--- src/rtl/procyon_lib_pkg.sv ---
// Shared Procyon types: debounce lane state encoding and counter sizing helper.
package procyon_lib_pkg;

    typedef enum logic [1:0] {
        STABLE_LO = 2'b00,
        PEND_HI   = 2'b01,
        STABLE_HI = 2'b10,
        PEND_LO   = 2'b11
    } lane_state_e;

    function automatic int unsigned debounce_cnt_width(input int unsigned cycles);
        return $clog2(cycles + 1);
    endfunction

endpackage

--- src/rtl/procyon_debounce_lane.sv ---
// Single-lane debouncer: four-state FSM plus run counter, all outputs registered.
module procyon_debounce_lane
    import procyon_lib_pkg::*;
#(
    parameter int unsigned N         = 16,
    parameter logic        RESET_VAL = 1'b0
) (
    input  logic clk,
    input  logic rst,
    input  logic data,
    output logic level,
    output logic rise,
    output logic fall,
    output logic busy
);

    localparam int unsigned       CW       = debounce_cnt_width(N);
    localparam logic [CW-1:0]     CNT_LAST = CW'(N - 1);
    localparam logic [CW-1:0]     CNT_ONE  = CW'(1);

    lane_state_e   state, state_nx;
    logic [CW-1:0] count, count_nx;
    logic          level_nx, rise_nx, fall_nx, busy_nx;

    always_comb begin
        state_nx = state;
        count_nx = count;
        level_nx = level;
        rise_nx  = 1'b0;
        fall_nx  = 1'b0;
        case (state)
            STABLE_LO: begin
                if (data) begin
                    state_nx = PEND_HI;
                    count_nx = CNT_ONE;
                end
            end
            PEND_HI: begin
                if (!data) begin
                    state_nx = STABLE_LO;
                    count_nx = '0;
                end else if (count == CNT_LAST) begin
                    state_nx = STABLE_HI;
                    count_nx = '0;
                    level_nx = 1'b1;
                    rise_nx  = 1'b1;
                end else begin
                    count_nx = count + CNT_ONE;
                end
            end
            STABLE_HI: begin
                if (!data) begin
                    state_nx = PEND_LO;
                    count_nx = CNT_ONE;
                end
            end
            PEND_LO: begin
                if (data) begin
                    state_nx = STABLE_HI;
                    count_nx = '0;
                end else if (count == CNT_LAST) begin
                    state_nx = STABLE_LO;
                    count_nx = '0;
                    level_nx = 1'b0;
                    fall_nx  = 1'b1;
                end else begin
                    count_nx = count + CNT_ONE;
                end
            end
            default: begin
                state_nx = STABLE_LO;
                count_nx = '0;
            end
        endcase
        busy_nx = (state_nx == PEND_HI) || (state_nx == PEND_LO);
    end

    always_ff @(posedge clk) begin
        if (rst) begin
            state <= RESET_VAL ? STABLE_HI : STABLE_LO;
            count <= '0;
            level <= RESET_VAL;
            rise  <= 1'b0;
            fall  <= 1'b0;
            busy  <= 1'b0;
        end else begin
            state <= state_nx;
            count <= count_nx;
            level <= level_nx;
            rise  <= rise_nx;
            fall  <= fall_nx;
            busy  <= busy_nx;
        end
    end

    // Structural invariants of the lane: bounded counter, exclusive single-cycle pulses.
    a_count_bound: assert property (@(posedge clk) disable iff (rst) count <= CNT_LAST);
    a_pulse_excl:  assert property (@(posedge clk) disable iff (rst) !(rise && fall));
    a_rise_single: assert property (@(posedge clk) disable iff (rst) rise |=> !rise);
    a_fall_single: assert property (@(posedge clk) disable iff (rst) fall |=> !fall);

endmodule

--- src/rtl/procyon_debounce.sv ---
// Multi-lane debouncer: one independent procyon_debounce_lane per input bit.
module procyon_debounce
    import procyon_lib_pkg::*;
#(
    parameter int unsigned                OPTN_DATA_WIDTH      = 1,
    parameter int unsigned                OPTN_DEBOUNCE_CYCLES = 16,
    parameter logic [OPTN_DATA_WIDTH-1:0] OPTN_RESET_VAL       = '0
) (
    input  logic                       clk,
    input  logic                       rst,
    input  logic [OPTN_DATA_WIDTH-1:0] i_sync_data,
    output logic [OPTN_DATA_WIDTH-1:0] o_level,
    output logic [OPTN_DATA_WIDTH-1:0] o_rise,
    output logic [OPTN_DATA_WIDTH-1:0] o_fall,
    output logic [OPTN_DATA_WIDTH-1:0] o_busy
);

    for (genvar i = 0; i < OPTN_DATA_WIDTH; i++) begin : g_lane
        procyon_debounce_lane #(
            .N         (OPTN_DEBOUNCE_CYCLES),
            .RESET_VAL (OPTN_RESET_VAL[i])
        ) u_lane (
            .clk   (clk),
            .rst   (rst),
            .data  (i_sync_data[i]),
            .level (o_level[i]),
            .rise  (o_rise[i]),
            .fall  (o_fall[i]),
            .busy  (o_busy[i])
        );
    end

endmodule

--- config.mk ---
export PLATFORM = sky130hd
export DESIGN_NAME = procyon_debounce
export DESIGN_NICKNAME = d
export VERILOG_FILES = /design/src/rtl/procyon_lib_pkg.sv /design/src/rtl/procyon_debounce_lane.sv /design/src/rtl/procyon_debounce.sv
export SDC_FILE = /design/constraint.sdc
export NUM_CORES = 1
export LEC_CHECK = 0
export ABC_AREA = 1
export CORE_ASPECT_RATIO = 0.7
export CORE_MARGIN = 3
export CORE_UTILIZATION = 25
export CTS_CLUSTER_SIZE = 30
export DETAILED_ROUTE_END_ITERATION = 12
export HOLD_SLACK_MARGIN = 0.03
export PLACE_DENSITY = 0.41
export SLEW_MARGIN = 20
export SYNTH_ARGS = -nofsm -noshare
export SYNTH_HDL_FRONTEND = slang
export SYNTH_SLANG_ARGS = --single-unit
--- constraint.sdc ---
create_clock -name clk -period 1.5 [get_ports clk]
set_input_delay 0.3 -clock clk [delete_from_list [all_inputs] [get_ports clk]]
set_output_delay 0.3 -clock clk [all_outputs]
set_load 0.02 [all_outputs]
**Yosys cells after proc, flatten, opt, wreduce, memory -nomap -nowiden**

Index checks and enable logic that the tools add are counted.

- Register bits after elaboration: 11
- Input port bits: 3
- Logic and storage cells: 48

- Add/subtract/negate cells: 1
- Equal/unequal tests: 12
- Muxes and demuxes: 19
- Bitwise gates (word level): 3
- Reductions and logical operators: 7

Operator list:

| kind | count |
|---|---|
| $mux W5 | 5 |
| $pmux W5 S4 | 1 |
| $mux W2 | 6 |
| $ne A2 B2 Y1 const B | 4 |
| $pmux W2 S4 | 1 |
| $eq A2 B2 Y1 const B | 3 |
| $reduce_or A3 Y1 | 2 |
| $add A5 B1 Y5 const B | 1 |
| $eq A5 B4 Y1 const B | 1 |
| $mux W1 | 5 |
| $reduce_and A5 Y1 | 1 |
| $eq A2 B1 Y1 const B | 2 |
| $ne A2 B1 Y1 const B | 2 |
| $not A1 Y1 | 3 |
| $logic_not A2 Y1 | 1 |
| $pmux W1 S2 | 1 |
| $reduce_and A2 Y1 | 1 |
| $reduce_bool A2 Y1 | 1 |
| $logic_or A1 B1 Y1 | 1 |

**Depth between registers and ports, before layout**

Gate-level depths: netlist (run 1).

- Depth after elaboration: 6
- Depth in mapped cells: 8
- Mapped depth without buffers: 8

**Worst setup path after synthesis (run 1)**

OpenSTA, ideal clock, no wires.

- Kind: reg-to-reg
- From: reg g_lane[0].u_lane.count[0]
- To: reg g_lane[0].u_lane.count[0]
- Setup time: 117 ps
- Data arrival time: 974 ps
- Path slack: 408 ps
- Cell stages (with the launch flop): 7
- Path buffers: 0
- Clock period less this slack: 1092 ps
- Cells stage by stage: dfxtp_1 -> ha_1 -> nand3_2 -> nor2_4 -> nand2_1 -> nand2_1 -> nor2_1

- Cells in the longest elaborated chain, start to end: 4

RTL lines:

| item | line | text |
|---|---|---|
| start: declaration | procyon_debounce_lane.sv:22 | `logic [CW-1:0] count, count_nx;` |
| start signal: assignment | procyon_debounce_lane.sv:88 | `count <= count_nx;` |
| $add A5 B1 Y5 / $eq A5 B4 Y1 (equally long branches) | n/a |  |
| $mux W5 * | procyon_debounce_lane.sv:42, procyon_debounce_lane.sv:61 |  |
| $mux W5 (on tied branches) | procyon_debounce_lane.sv:58, procyon_debounce_lane.sv:39 |  |
| $pmux W5 S4 * | procyon_debounce_lane.sv:31 | `case (state)` |

Every way passes the cells marked *; elsewhere a longest branch is shown, timed or not.
A chain may end at the register's enable or synchronous reset.

**Worst setup path in the final report (run 1)**

- From: reg g_lane[0].u_lane.fall
- To: out o_fall

RTL lines:

| item | line | text |
|---|---|---|
| start: declaration | procyon_debounce_lane.sv:13 | `output logic fall,` |
| start signal: assignment | procyon_debounce_lane.sv:91 | `fall <= fall_nx;` |
| end: declaration | procyon_debounce.sv:14 | `output logic [OPTN_DATA_WIDTH-1:0] o_fall,` |

No word-level cell between the ends.

==> results of run 1 <==
final cells by class:
class	count	area share, %
timing repair buffer	7	12.1
tap	21	4.44
clock buffer	4	4.44
inverter	9	5.71
sequential	11	37.2
multi-input combinational	44	36.2
power by group:
part	internal, uW	leakage [uW]	switching (uW)
sequential	297	0.0000895	5.97
combinational	15.2	0.000170	21.1
clock	103	0.0000150	97.0
sequential cells by signal, indices dropped and copies added (netlist names):
name and count:
g_lane.u_lane.level 1, g_lane.u_lane.fall 1, g_lane.u_lane.busy 1, g_lane.u_lane.state 2, g_lane.u_lane.count 5, g_lane.u_lane.rise 1
kinds of logic (layout without fill, tap and decap cells):
kind of cell / count (synthesis) / after routing / share of synthesized area, %
flip-flops: 11 / 11 / 47.1
buffers and inverters: 9 / 20 / 7.22
AND/OR/NAND/NOR: 35 / 35 / 34.5
adder cells (fa/ha/maj): 1 / 1 / 2.67
AO/OA/AOI/OAI: 8 / 8 / 8.56
path summary, 6_finish.rpt:
| path | start | end | cells past startpoint |
|---|---|---|---|
| setup / recovery | g_lane[0].u_lane.fall$_SDFF_PP0_ | o_fall | 1 |
| hold / removal | g_lane[0].u_lane.count[4]$_SDFFE_PP0P_ | g_lane[0].u_lane.count[4]$_SDFFE_PP0P_ | 2 |
| setup reg to reg | g_lane[0].u_lane.count[0]$_SDFFE_PP0P_ | g_lane[0].u_lane.count[0]$_SDFFE_PP0P_ | 6 |
| hold reg to reg | g_lane[0].u_lane.count[4]$_SDFFE_PP0P_ | g_lane[0].u_lane.count[4]$_SDFFE_PP0P_ | 2 |
repair_timing:
item	in CTS	in global routing
resized for setup	1	2
endpoints found under the setup margin	1	2
pin swaps	0	0
hold endpoints to repair	0	0
hold buffers	0	0
metrics by stage:
stage          worst slack [ns]  hold WS, ns
2_1_floorplan             0.408        0.369
6_report                 0.0376        0.491
5_1_grt                 0.00140        0.529
4_1_cts                  0.0114        0.490
3_5_place_dp            -0.0156        0.476
3_3_place_gp            -0.0128        0.483
cell usage in the layout, fill, tap and decap left out:
cell             instances
nand4_1                  1
nand2_1                 19
dlygate4sd2_1            1
dfxtp_1                 11
inv_1                    7
ha_1                     1
nand3_1                  2
nand3_2                  2
a21oi_1                  4
nand2_2                  2
o21ai_0                  2
clkbuf_1                 1
o21ai_1                  2
clkbuf_4                 3
inv_2                    2
nor2_4                   1
clkdlybuf4s50_1          3
dlymetal6s2s_1           2
buf_4                    1
nor2_1                   8
metal layers:
layer	vias to the layer above	part of all wire, %
met3	2	7.0
met1	174	55
met4	0	0.86
met2	8	37
met5	-	0
li1	223	-
==> flow_summary.yaml, run 1 <==
clock_network:
  h-tree-depth: 1
  insertion_delay_ns: 0.27
  cts.sinks: 11
  cts_buffer_depth: 2
  path_clk_slew_ns: 0.07
  cts-root-buf: "clkbuf_4"
  cts_tree: "yes"
  cts_made_buffers: 3
  post_cts_buffers: 0
critical_path:
  rrSetupSlack_ns: 0.24
  required_ns: 1.20
  cp_max_fo: 1
  slowest_delay_ns: 0.59
  crit_type: "flip-flop to output pin"
  cp.arrival_ns: 1.16
  worst-path-buf-inv: 1
  startpoint_type: "flip-flop"
  critPathSlowestCell: "clkdlybuf4s50_1"
  end_kind: "output pin"
  crit_chain: "clkdlybuf4s50_1"
  crit_family: "buffers and inverters"
layout:
  syn_to_final_growth_pct: 26.5
  final_util_pct: 35.5
  regArea_um2: 220
  multi_input_area_um2: 214
  drive_gt1_share_pct: 14.7
  final_cell_count_no_fill: 96
  final_nets: 80
  fill_cells: 183
  diodes: 0
  finalInstanceArea_um2: 592
drt:
  wirelength_um: 926
  firstDrtPassIters: 4
  vias_per_cell: 4.24
  routedWlPerCell_um: 9.65
  drcViolationCount: 0
  drt_first_iter_violations: 7
  route.antenna.remaining_nets: 0
  vias: 407
sta:
  final-hold-violation-count: 0
  fin_crit_sh_pct: 97.5
  finClkSkew_ns: 0.000486
  tns_ns: 0
  rsz0062_at_grt: "no"
  worst_slew_pin_slew_ns: 0.256
  post-route-min-period_ns: 1.46
  setup_viol: 0
  maxSlewViolCount: 0
  max_freq_mhz: 684
  relSlewSlack_pct: 82.9
power:
  vdd.ir_drop.worst_uv: 512
  p_total_uw: 540
  leakagePower_uw: 0.000274
  powerDensity_nw_per_um2: 912
outcome:
  outcome: "finished clean"
place:
  routabilityCongestion: 0.692
  port_buffers: 6
  placed_cell_area_um2: 562
  dp_hpwl_um: 693
  dp.cells: 92
global_routing:
  grtUsageMet2_pct: 10.8
  overflow: 0
  grt_pass1_wl_mm: 1.58
  track_usage_pct: 8.64
  use_met3_pct: 5.54
  top_usage_layer: "met1"
  met1_usage_pct: 12.2
  first_global_vias: 369
  grt_max_degree: 7
  antenna_found_initial: 0
yosys:
  synth_edf_count: 0
  syn_area_um2: 468
  yosysSeqAreaShare_pct: 47.1
  synthMostInstantiatedCell: "nand2_1"
  ys.flop_type: "dfxtp_1"
  synth_top_area_share_pct: 47.1
  syn_nets: 68
  syn_avg_cell_area_um2: 7.31
  yosysUniqueCellTypes: 14
  synthArstFlopShare_pct: 0
  synth_area_leaders: "dfxtp_1 47%, nand2_1 15%, nor2_1 6.4%"
  yosysWarnings: 0
  synth_common_cells: "19 x nand2_1, 11 x dfxtp_1, 8 x nor2_1, 7 x inv_1, 4 x a21oi_1"
  syn_inst: 64
  ys_ff_latch: 11
  synth_top_area_cell: "dfxtp_1"
die:
  die_w_um: 57.7
  io_pins: 7
  core_um2: 1670
  fp.dieArea_um2: 2440
  placementRows: 12
  die_h_um: 42.2
  start_util_pct: 28.1
flow_run:
  max_cap_violations: 0
worst_hold_path:
  hold_class: "flip-flop to flip-flop"
No activity file was read; power rests on OpenSTA's default activity.
==> run 2, diff against run 1 <==
--- a/config.mk
+++ b/config.mk
@@ -6,13 +6,14 @@
 export NUM_CORES = 1
 export LEC_CHECK = 0
 export ABC_AREA = 1
+export ABC_CLOCK_PERIOD_IN_PS = 1200
 export CORE_ASPECT_RATIO = 0.7
 export CORE_MARGIN = 3
 export CORE_UTILIZATION = 25
 export CTS_CLUSTER_SIZE = 30
 export DETAILED_ROUTE_END_ITERATION = 12
 export HOLD_SLACK_MARGIN = 0.03
-export PLACE_DENSITY = 0.41
+export PLACE_DENSITY_LB_ADDON = 0.15
 export SLEW_MARGIN = 20
 export SYNTH_ARGS = -nofsm -noshare
 export SYNTH_HDL_FRONTEND = slang
==> constraint.sdc (replaced) <==
create_clock -name clk -period 1.2 [get_ports clk]
set_input_delay 0.24 -clock clk [delete_from_list [all_inputs] [get_ports clk]]
set_output_delay 0.24 -clock clk [all_outputs]
set_load 0.02 [all_outputs]
==> run 2 against run 1 <==
- power grew 27%
- sequential power grew 25%
- cell area grew 9.3%
- count of clock-buffer cells in the layout is the same
- setup slack gained 0.0052 ns
- hold slack lost 0.015 ns
- non-clock buffer count grew 7
- critical path depth grew 5
- core utilization grew 3.3 points
- routed wire length shrank 4.6%
- cell count grew 7.3%
- largest power group unchanged
- highest routed layer unchanged
==> flow_summary.yaml, run 2 (synthesized netlist as in run 1, its figures left out) <==
worst_hold_path:
  hold_class: "flip-flop to flip-flop"
  min-delay-start: "g_lane[0].u_lane.count[4]$_SDFFE_PP0P_"
layout:
  largest_register_ffs: 5
  drive_gt1_share_pct: 28.0
  final_cell_mix: "18 x nand2_1, 9 x dfxtp_1, 8 x buf_4"
  regMostFlops: "g_lane.u_lane.count"
  final_nets: 87
  largest_registers: "g_lane.u_lane.count x5, g_lane.u_lane.state x2"
  syn_to_final_growth_pct: 38.2
  final_common_cell: "nand2_1"
  finalInstanceArea_um2: 647
  diodes: 0
critical_path:
  timing.rr.start: "g_lane[0].u_lane.count[1]$_SDFFE_PP0P_"
  cp.arrival_ns: 1.31
  cp_max_fo: 4
  critPathSlowestCell: "dfxtp_2"
  cp-startpoint: "g_lane[0].u_lane.count[1]$_SDFFE_PP0P_"
  crit_type: "flip-flop to flip-flop"
  end_kind: "flip-flop"
  startpoint_type: "flip-flop"
  slowest_delay_ns: 0.33
  required_ns: 1.35
  crit_chain: "ha_2 -> nand3_2 -> nor2_4 -> nand2_1 -> nand2_2 -> nor2_1"
clock_network:
  cts_buffer_depth: 2
  path_clk_slew_ns: 0.07
  cts_tree: "yes"
  post_cts_buffers: 0
  cts_made_buffers: 3
  insertion_delay_ns: 0.27
  cts.sinks: 11
  h-tree-depth: 1
  cts-root-buf: "clkbuf_4"
  cts_hold_buf: 0
sta:
  fin_crit_sh_pct: 96.4
  max_freq_mhz: 864
  post-route-min-period_ns: 1.16
  worst_slew_pin_slew_ns: 0.229
  holdWs_ns: 0.476
  rsz0062_at_grt: "yes"
  setup_viol: 0
  finClkSkew_ns: 0.00679
  maxSlewViolCount: 0
  relSlewSlack_pct: 84.7
  final-hold-violation-count: 0
place:
  routabilityCongestion: 0.746
  port_buffers: 6
  dp_hpwl_um: 692
  placed_cell_area_um2: 614
drt:
  firstDrtPassIters: 2
  vias: 421
  routedWlPerCell_um: 8.57
  route.antenna.remaining_nets: 0
  wirelength_um: 883
  drcViolationCount: 0
  drt_first_iter_violations: 4
  vias_per_cell: 4.09
power:
  p_total_uw: 685
  powerDensity_nw_per_um2: 1060
  leakagePower_uw: 0.000282
  vdd.ir_drop.worst_uv: 704
outcome:
  outcome: "finished clean"
global_routing:
  grt_max_degree: 7
  grt_pass1_wl_mm: 1.52
  first_global_vias: 385
  track_usage_pct: 8.51
  antenna_found_initial: 0
  overflow: 0
flow_run:
  max_cap_violations: 0
die:
  start_util_pct: 28.1
  io_pins: 7
  placementRows: 12
  die_w_um: 57.7
  fp.dieArea_um2: 2440
  core_um2: 1670
  die_h_um: 42.2
## run 2: cell count changes in the layout (fill, tap and decap cells not counted)
cell / change
nand2_2: +1
dlymetal6s2s_1: -2
nand2_1: -1
buf_4: +7
nor2_2: +1
dfxtp_1: -2
clkdlybuf4s50_1: -1
dfxtp_2: +2
ha_1: -1
clkdlybuf4s15_1: +1
ha_2: +1
dlygate4sd2_1: +2
nor2_1: -1
## run 2: through the flow
step	utilization, %	setup slack [ns]	std cells	TNS [ns]
2_1_floorplan	-	0.108	64	0
3_3_place_gp	36.9	-0.189	99	-1.01
3_5_place_dp	36.9	-0.223	99	-1.16
4_1_cts	38.1	0.0189	103	0
5_1_grt	38.8	-0.0361	103	-0.103
6_report	38.8	0.0428	103	0
## run 2: final timing paths
| check | endpoint | slack (ns) | cells after the start |
|---|---|---|---|
| max | g_lane[0].u_lane.count[0]$_SDFFE_PP0P_ | 0.04 | 6 |
| min | g_lane[0].u_lane.count[4]$_SDFFE_PP0P_ | 0.48 | 2 |
| max reg2reg | g_lane[0].u_lane.count[0]$_SDFFE_PP0P_ | 0.04 | 6 |
| min reg2reg | g_lane[0].u_lane.count[4]$_SDFFE_PP0P_ | 0.48 | 2 |
## run 2: worst max-delay path, delay by kind of cell (launching register included)
kind / cells / cell delay [ns]
adders and majority gates: 1 / 0.18
and+or+nand+nor: 5 / 0.53
DFF: 1 / 0.33
## run 2: timing repair
item | CTS | global route
setup endpoints to repair | 4 | 7
pin swaps | 0 | 1
resized for setup | 4 | 6
## run 2: final cells by class
class	count	area [um^2]
repair buffers	14	116
clock buffers	4	26.3
inverters	9	33.8
multi-input cells	44	221
well taps	21	26.3
flip-flops and latches	11	223
fillers	175	1020
## run 2: layer usage
layer | vias to the layer above | track usage (%) | wire (um)
met5 | - | 0 | 0
met4 | 0 | 2.78 | 10
met2 | 9 | 10.6 | 341
met1 | 175 | 10.9 | 458
met3 | 2 | 6.46 | 73
li1 | 235 | - | -
## run 2: power by group
group          switching (uW)  internal [uW]
combinational            30.2           29.2
clock                     119            129
sequential               5.56            372
total                     155            530
==> run 3, diff against run 2 <==
--- a/config.mk
+++ b/config.mk
@@ -7,6 +7,8 @@
 export LEC_CHECK = 0
 export ABC_AREA = 1
 export ABC_CLOCK_PERIOD_IN_PS = 1200
+export CELL_PAD_IN_SITES_DETAIL_PLACEMENT = 1
+export CELL_PAD_IN_SITES_GLOBAL_PLACEMENT = 1
 export CORE_ASPECT_RATIO = 0.7
 export CORE_MARGIN = 3
 export CORE_UTILIZATION = 25
==> run 3 against run 2 <==
- flip-flop and latch count did not move
- non-clock buffer count fell by 2
- setup slack improved by 0.022 ns
- sequential share of layout area fell by 1.1 points
- critical path depth fell by 5
- critical endpoint is now o_level
- largest cell class is now multi-input combinational cells
- largest power group unchanged
- highest routed layer unchanged
==> flow_summary.yaml, run 3 (synthesized netlist as in run 1, its figures left out) <==
die:
  placementRows: 12
  start_util_pct: 28.1
  die_w_um: 57.7
  die_h_um: 42.2
  fp.dieArea_um2: 2440
  core_um2: 1670
  io_pins: 7
power:
  leakagePower_uw: 0.000280
  p_switching_uw: 166
  comb_power_share_pct: 9.0
  intPower_uw: 531
  clockPowerShare_pct: 36.2
  switching_share_pct: 23.8
  seqPwrFrac_pct: 54.8
  vdd.ir_drop.worst_uv: 614
  powerDensity_nw_per_um2: 1040
sta:
  worst_slew_pin_slew_ns: 0.231
  finClkSkew_ns: 0.00325
  holdWs_ns: 0.331
  setup_slack_ns: 0.0643
  post-route-min-period_ns: 1.14
  relSlewSlack_pct: 84.6
  rsz0062_at_grt: "yes"
  fin_crit_sh_pct: 94.6
  maxSlewViolCount: 0
  max_freq_mhz: 880
  final-hold-violation-count: 0
  setup_viol: 0
clock_network:
  cts-root-buf: "clkbuf_4"
  cts_made_buffers: 3
  insertion_delay_ns: 0.27
  cts_buffer_depth: 2
  h-tree-depth: 1
  path_clk_slew_ns: 0.07
  cts_tree: "yes"
  post_cts_buffers: 0
  cts.sinks: 11
flow_run:
  max_cap_violations: 0
critical_path:
  cp.arrival_ns: 0.90
  crit_chain: "clkdlybuf4s15_1"
  end_kind: "output pin"
  cp_max_fo: 2
  timing.rr.start: "g_lane[0].u_lane.count[1]$_SDFFE_PP0P_"
  startpoint_type: "flip-flop"
  critPathSlowestCell: "dfxtp_1"
  crit_type: "flip-flop to output pin"
  required_ns: 0.96
  crit_family: "flip-flops"
  slowest_delay_ns: 0.33
  cp-startpoint: "g_lane[0].u_lane.level$_SDFFE_PP0P_"
  worst-path-buf-inv: 1
layout:
  regMostFlops: "g_lane.u_lane.count"
  final_common_cell: "nand2_1"
  syn_to_final_growth_pct: 43.6
  diodes: 0
  largest_register_ffs: 5
  largest_registers: "g_lane.u_lane.count x5, g_lane.u_lane.state x2"
  final_cell_mix: "17 x nand2_1, 8 x dfxtp_1, 6 x inv_1, 6 x nor2_1, 6 x buf_4"
  final_nets: 85
  drive_gt1_share_pct: 31.3
  fill_cells: 215
drt:
  wirelength_mm: 1.07
  firstDrtPassIters: 4
  vias: 447
  routedWlPerCell_um: 10.6
  vias_per_cell: 4.43
  route.antenna.remaining_nets: 0
  drcViolationCount: 0
  drt_first_iter_violations: 3
global_routing:
  grt_pass1_wl_mm: 1.86
  overflow: 0
  grt_max_degree: 7
  track_usage_pct: 10.6
  use_met3_pct: 6.46
  met1_usage_pct: 13.8
  first_global_vias: 423
  grtUsageMet2_pct: 13.1
  antenna_found_initial: 0
  top_usage_layer: "met1"
worst_hold_path:
  min-delay-start: "i_sync_data"
  hold_class: "primary input to flip-flop"
place:
  routabilityCongestion: 0.768
  port_buffers: 6
  dp_hpwl_um: 787
  pre_cts_ws_ns: -0.269
outcome:
  outcome: "finished clean"
## run 3: routing by layer
metal | wire [um] | up-vias
li1 | - | 232
met1 | 511 | 203
met2 | 455 | 9
met3 | 81 | 3
met4 | 19 | 0
met5 | 0 | -
## run 3: power groups by stage
stage | Sequential (uW) | Combinational [uW] | Clock, uW
after floorplan | 388 | 22.9 | 0
after global routing | 382 | 71.6 | 289
after detailed placement | 385 | 58.1 | 0
after global placement | 385 | 57.7 | 0
after CTS | 377 | 58.2 | 270
final | 381 | 62.6 | 252
## run 3: layout make-up
cell class	instances	area, um^2	share of cell area (%)
clock buffers	4	26.3	3.91
multi-input cells	44	256	38.2
inverters	9	33.8	5.03
repair buffers	12	105	15.6
flip-flops and latches	11	224	33.3
well taps	21	26.3	3.91
## run 3: final timing paths
kind                                                 end  slack [ns]  depth (start not counted)
setup reg to reg    g_lane[0].u_lane.state[1]$_SDFF_PP0_        0.09                          6
hold reg to reg   g_lane[0].u_lane.count[4]$_SDFFE_PP0P_        0.48                          2
hold / removal          g_lane[0].u_lane.fall$_SDFF_PP0_        0.33                          4
setup / recovery                                 o_level        0.06                          1
## run 3: what timing repair did
item / in CTS / in global routing
endpoints found under the setup margin: 6 / 13
pin swaps: 0 / 4
hold buffers: 0 / 0
gates resized for setup: 5 / 15
## run 3: per-stage QoR
step | instances | total power, uW | TNS (ns) | cell area [um^2] | util [%]
6_report | 101 | 696 | 0 | 672 | 40.3
5_1_grt | 101 | 743 | -0.0224 | 672 | 40.3
4_1_cts | 101 | 705 | 0 | 623 | 37.4
3_5_place_dp | 97 | 443 | -1.26 | 599 | 36.0
3_3_place_gp | 97 | 443 | -1.08 | 599 | 36.0
2_1_floorplan | 64 | 411 | 0 | 468 | -
